--- config.mk ---
export PLATFORM = sky130hd
export DESIGN_NAME = wb_sequencer_flat
export DESIGN_NICKNAME = d
export VERILOG_FILES = /design/src/rtl/wb_sequencer_if.sv /design/src/rtl/wb_sequencer.sv /design/src/flat_wrapper.sv
export SDC_FILE = /design/constraint.sdc
export NUM_CORES = 1
export LEC_CHECK = 0
export ABC_AREA = 0
export CAP_MARGIN = 20
export CELL_PAD_IN_SITES_DETAIL_PLACEMENT = 0
export CELL_PAD_IN_SITES_GLOBAL_PLACEMENT = 1
export CORE_MARGIN = 3
export CORE_UTILIZATION = 40
export DETAILED_ROUTE_END_ITERATION = 10
export PLACE_DENSITY_LB_ADDON = 0.1
export REMOVE_ABC_BUFFERS = 1
export SYNTH_ARGS = -nofsm -noshare
export SYNTH_HDL_FRONTEND = slang
export SYNTH_SLANG_ARGS = --single-unit
--- constraint.sdc ---
create_clock -name clk -period 2.3 [get_ports clk]
set_clock_uncertainty 0.05 [all_clocks]
set_input_delay 0.69 -clock clk [delete_from_list [all_inputs] [get_ports clk]]
set_output_delay 0.69 -clock clk [all_outputs]
set_load 0.01 [all_outputs]
--- src/rtl/wb_sequencer_if.sv ---
// Handshake bundle between main control and the write-back sequencer.
// The master side issues requests; the slave side drives the mux selects.
interface wb_sequencer_if;
   logic       start;
   logic [2:0] wb_kind;
   logic       mem_ready;
   logic       flush;
   logic [1:0] wreg_sel;
   logic [1:0] wdata_sel;
   logic       reg_wr;
   logic       busy;
   logic       done;
   logic       err;

   modport master (
      output start, wb_kind, mem_ready, flush,
      input  wreg_sel, wdata_sel, reg_wr,
      input  busy, done, err
   );

   modport slave (
      input  start, wb_kind, mem_ready, flush,
      output wreg_sel, wdata_sel, reg_wr,
      output busy, done, err
   );
endinterface

--- src/rtl/wb_sequencer.sv ---
// Register-file write-back sequencer for the multicycle MIPS datapath.
// Moore FSM; every output is registered alongside the next state.
module wb_sequencer #(
   parameter int MEM_TIMEOUT = 16
) (
   input logic            clk,
   input logic            reset,
   wb_sequencer_if.slave  bus
);

   typedef enum logic [2:0] {
      IDLE, WAIT_MEM, WRITE1, WRITE2, FIN
   } state_t;

   typedef enum logic [2:0] {
      K_NONE   = 3'd0,
      K_LOAD   = 3'd1,
      K_ALU_RD = 3'd2,
      K_LINK   = 3'd3,
      K_PUSH   = 3'd4,
      K_POP    = 3'd5,
      K_ALU_RT = 3'd6,
      K_BAD    = 3'd7
   } kind_t;

   typedef struct packed {
      logic [1:0] wreg_sel;
      logic [1:0] wdata_sel;
      logic       reg_wr;
      logic       busy;
      logic       done;
      logic       err;
   } out_t;

   localparam logic [7:0] TO_LAST = 8'(MEM_TIMEOUT - 1);

   state_t     state;
   kind_t      kind;
   logic [7:0] cnt;
   out_t       o;

   // Output image of a state, evaluated for the state being entered
   function automatic out_t dec(state_t s, kind_t k, logic e);
      out_t r;
      r      = '0;
      r.busy = (s != IDLE);
      case (s)
         WRITE1: begin
            r.reg_wr = 1'b1;
            r.done   = (k != K_POP);
            case (k)
               K_ALU_RD: r.wreg_sel = 2'b11;
               K_LINK: begin
                  r.wreg_sel  = 2'b10;
                  r.wdata_sel = 2'b10;
               end
               K_PUSH:        r.wreg_sel  = 2'b01;
               K_LOAD, K_POP: r.wdata_sel = 2'b01;
               default: ;
            endcase
         end
         WRITE2: begin
            r.reg_wr   = 1'b1;
            r.wreg_sel = 2'b01;
            r.done     = 1'b1;
         end
         FIN: begin
            r.done = 1'b1;
            r.err  = e;
         end
         default: ;
      endcase
      return r;
   endfunction

   always_ff @(posedge clk or posedge reset) begin
      if (reset) begin
         state <= IDLE;
         kind  <= K_NONE;
         cnt   <= '0;
         o     <= '0;
      end else begin
         case (state)
            IDLE: begin
               if (bus.start && !bus.flush) begin
                  kind <= kind_t'(bus.wb_kind);
                  cnt  <= '0;
                  case (kind_t'(bus.wb_kind))
                     K_NONE, K_BAD: begin
                        state <= FIN;
                        o <= dec(FIN, kind_t'(bus.wb_kind),
                                 bus.wb_kind == K_BAD);
                     end
                     K_LOAD, K_POP: begin
                        state <= WAIT_MEM;
                        o <= dec(WAIT_MEM, kind_t'(bus.wb_kind), 1'b0);
                     end
                     default: begin
                        state <= WRITE1;
                        o <= dec(WRITE1, kind_t'(bus.wb_kind), 1'b0);
                     end
                  endcase
               end
            end
            WAIT_MEM: begin
               // flush wins, then mem_ready, then the timeout
               if (bus.flush) begin
                  state <= IDLE;
                  o     <= '0;
               end else if (bus.mem_ready) begin
                  state <= WRITE1;
                  o     <= dec(WRITE1, kind, 1'b0);
               end else if (cnt == TO_LAST) begin
                  state <= FIN;
                  o     <= dec(FIN, kind, 1'b1);
               end else begin
                  cnt <= cnt + 8'd1;
               end
            end
            WRITE1: begin
               if (!bus.flush && kind == K_POP) begin
                  state <= WRITE2;
                  o     <= dec(WRITE2, kind, 1'b0);
               end else begin
                  state <= IDLE;
                  o     <= '0;
               end
            end
            default: begin
               state <= IDLE;
               o     <= '0;
            end
         endcase
      end
   end

   assign bus.wreg_sel  = o.wreg_sel;
   assign bus.wdata_sel = o.wdata_sel;
   assign bus.reg_wr    = o.reg_wr;
   assign bus.busy      = o.busy;
   assign bus.done      = o.done;
   assign bus.err       = o.err;

endmodule

--- src/flat_wrapper.sv ---
// flat-port wrapper written by rule: the top's interface ports become plain ports
module wb_sequencer_flat 
#(
   parameter int MEM_TIMEOUT = 16
)
  (clk, reset, bus_start, bus_wb_kind, bus_mem_ready, bus_flush, bus_wreg_sel, bus_wdata_sel, bus_reg_wr, bus_busy, bus_done, bus_err);
  wb_sequencer_if bus_i ();
  input logic clk;
  input logic reset;
  input wire logic [$bits(bus_i.start)-1:0] bus_start;
  input wire logic [$bits(bus_i.wb_kind)-1:0] bus_wb_kind;
  input wire logic [$bits(bus_i.mem_ready)-1:0] bus_mem_ready;
  input wire logic [$bits(bus_i.flush)-1:0] bus_flush;
  output wire logic [$bits(bus_i.wreg_sel)-1:0] bus_wreg_sel;
  output wire logic [$bits(bus_i.wdata_sel)-1:0] bus_wdata_sel;
  output wire logic [$bits(bus_i.reg_wr)-1:0] bus_reg_wr;
  output wire logic [$bits(bus_i.busy)-1:0] bus_busy;
  output wire logic [$bits(bus_i.done)-1:0] bus_done;
  output wire logic [$bits(bus_i.err)-1:0] bus_err;
  assign bus_i.start = bus_start;
  assign bus_i.wb_kind = bus_wb_kind;
  assign bus_i.mem_ready = bus_mem_ready;
  assign bus_i.flush = bus_flush;
  assign bus_wreg_sel = bus_i.wreg_sel;
  assign bus_wdata_sel = bus_i.wdata_sel;
  assign bus_reg_wr = bus_i.reg_wr;
  assign bus_busy = bus_i.busy;
  assign bus_done = bus_i.done;
  assign bus_err = bus_i.err;
  wb_sequencer #(.MEM_TIMEOUT(MEM_TIMEOUT)) u_core (.clk(clk), .reset(reset), .bus(bus_i));
endmodule
==> results.cfg <==
[job]
drv_cap = 0

[power_and_ir_drop]
switching_share_pct = 37.2
pwr-share-comb_pct = 44.6
p_sw_uw = 500
power.density_nw_per_um2 = 947
seq_power_share_pct = 41.8
leakagePower_nw = 0.629
vdd_drop_max_v = 0.000717
p_int_uw = 844
total_power_mw = 1.34
pwr-share-clk_pct = 13.6

[timing]
finalHoldViolations = 0
rsz0062_at_grt = false
period_share_pct = 96.4
slew-limit-headroom_pct = 70.0
tightestPinTransition_ns = 0.444
finalSetupViolCount = 0
period_minus_slack_ns = 2.22
maxSlewViolCount = 0
clock.fmax_mhz = 451

[routing]
wire_per_inst_um = 15.3
vias = 1018
drc_errors = 0
wl_um = 2710
first_pass_iters = 4
ant_nets = 0
drtIter0Drc = 31
routed_via_density = 5.75

[cells_and_area]
area_delta_synth_final_pct = 26.7
seq_area_sq_um = 526
layout-drive-gt1-share_pct = 15.0
layout_common_cells = dfrtp_1, clkdlybuf4s50_1, buf_4
antenna_cells = 0
fillers = 251
final_cell_count_no_fill = 177
fin_area_sq_um = 1420
layout_commonest_cell = dfrtp_1
multiInputGateArea_sq_um = 549
final_net_count = 157

[floorplan]
fp.dieW_um = 58.9
ioPinCount = 16
start_util_pct = 43.6
rows = 18
dieArea_sq_um = 3470
core_area_sq_um = 2570
fp.dieH_um = 58.9

[clock_tree]
cts_root_buf = clkbuf_4
cts_tree = built
h-tree-depth = 1
hold_buffers = 0
cts_setup_buffers = 0
cts_buffers = 3
clock_latency_ns = 0.30
clockBufferDepth = 2
clock-sinks = 21
path_clk_slew_ns = 0.12

[global_route]
grt_first_pass_wirelength_um = 4570
grt.total_usage_pct = 17.7
grt_overflow = 0
grt_pass1_vias = 918
grt_max_degree = 22
antenna_found_initial = 0

[synth]
synthMuxAreaShare_pct = 6.59
syn-cell-area_sq_um = 1120
synth_xor_area_share_pct = 0.782
synth-simple-area-share_pct = 24.9
seq_area_frac_synth_pct = 46.9
synth_compound_area_share_pct = 15.6
ys_ff_latch = 21
synth_cell_types = 32
postSynthCellCount = 118
synth_top_family_by_area = simple AND/OR/NAND/NOR gates
yosys.area_share.adder_pct = 1.12
ys_warn_count = 0
avgSynthCellArea_sq_um = 9.49

[worst_setup_path]
path_class = primary input to register
path_delay_family = simple AND/OR/NAND/NOR gates
setup.worst_path.end_class = register
worstPathRequired_ns = 2.49
startpoint_type = primary input
path_max_fanout = 4
cp_num_buf_inv = 1
crit_chain = dlygate4sd2_1 > or4b_4 > a211o_1 > or4_1 > a21oi_1
cpMaxStageDelayCell = or4_1
arrival_ns = 2.41
max_stage_delay_ns = 0.51

[place]
placed_area_sq_um = 1390
gp_congestion = 0.923
dp_cells = 173
hpwl_um = 1990
numPortBuffers = 15

[min_path]
hold_class = register to register

[status]
status = finished, final reports clean
cell families (layout without fill, tap and decap cells):
logic type | after synthesis | count (layout)
mux | 7 | 7
simple gates | 51 | 51
compound gates | 27 | 27
buf+inv | 10 | 39
fa+ha+maj | 1 | 1
xor+xnor | 1 | 1
flops | 21 | 21
final timing paths:
check                      cells after the start             from  slack (ns)                      end
setup reg to reg                               4  u_core.state[2]        0.17            u_core.cnt[5]
setup / recovery                               5        bus_flush        0.08            u_core.cnt[5]
min in group asynchronous                      3            reset        0.64  u_core.bus.wdata_sel[0]
max in group asynchronous                      3            reset        1.34            u_core.cnt[1]
hold / removal                                 1    u_core.cnt[7]        0.44            u_core.cnt[7]
hold reg to reg                                1    u_core.cnt[7]        0.44            u_core.cnt[7]
sequential cells by signal, indices dropped and copies added, names as in the netlist:
| signal | cells |
|---|---|
| u_core.bus.done | 1 |
| u_core.bus.err | 1 |
| u_core.bus.wdata_sel | 2 |
| u_core.kind | 3 |
| u_core.cnt | 8 |
| u_core.state | 3 |
| u_core.bus.busy | 1 |
| u_core.bus.wreg_sel | 2 |
layer usage:
layer	routed length (um)	vias to the layer above	GRT usage, %	part of all wire, %
met3	159	5	2.85	5.9
met1	1380	489	27.1	51
met4	43	0	6.80	1.6
met5	0	-	0	0
li1	-	498	-	-
met2	1120	26	24.8	41
synthesized netlist by cell type:
cell type,instances,area (sq um)
inv_1,6,22.5
and3_1,2,12.5
o2bb2ai_1,3,26.3
nor2_1,9,33.8
clkbuf_1,2,7.51
a211o_1,1,8.76
nor2b_1,2,12.5
or4b_2,1,10.0
nor4_1,3,18.8
or4bb_1,1,11.3
ha_1,1,12.5
nor3_1,5,25.0
a31oi_1,2,12.5
buf_6,1,11.3
o21ai_0,5,25.0
xnor2_1,1,8.76
a32o_1,2,20.0
nand2_1,12,45.0
or4b_4,1,13.8
dfrtp_1,21,526
or4_1,1,7.51
nand3_1,7,35.0
and4b_1,1,10.0
a211oi_1,4,30.0
nand3b_1,1,7.51
o31ai_1,1,7.51
mux2_2,3,33.8
or3_1,3,18.8
a21oi_1,9,45.0
nor4b_1,2,17.5
mux2i_1,4,40.0
buf_1,1,3.75
power by group through the flow:
stage          Clock [mW]  Sequential, mW  Combinational (mW)
3_3_place_gp            0           0.565               0.599
5_1_grt             0.211           0.581               0.662
4_1_cts             0.190           0.561               0.603
6_report            0.183           0.562               0.600
3_5_place_dp            0           0.569               0.595
2_1_floorplan           0           0.577               0.281
area by class of cell:
class,count,area share [%]
inverter,6,1.59
sequential,21,37.0
timing repair buffer,29,18.2
multi-input combinational,87,38.7
clock buffer,4,1.85
tap,30,2.65
through the flow:
stage	setup TNS, ns	hold WS [ns]	util, %	setup slack, ns
6_report	0	0.441	55.3	0.0831
5_1_grt	0	0.475	55.3	0.0434
4_1_cts	0	0.443	55.3	0.0920
3_5_place_dp	-4.39	0.423	54.1	-0.384
3_3_place_gp	-4.26	0.422	54.1	-0.359
2_1_floorplan	-0.0122	0.400	-	-0.0122
timing repair:
item,4_1_cts,5_1_grt
setup endpoints to repair,4,0
endpoints found under the hold margin,0,0
gates resized for setup,2,0
No activity file was read; power rests on OpenSTA's default activity.
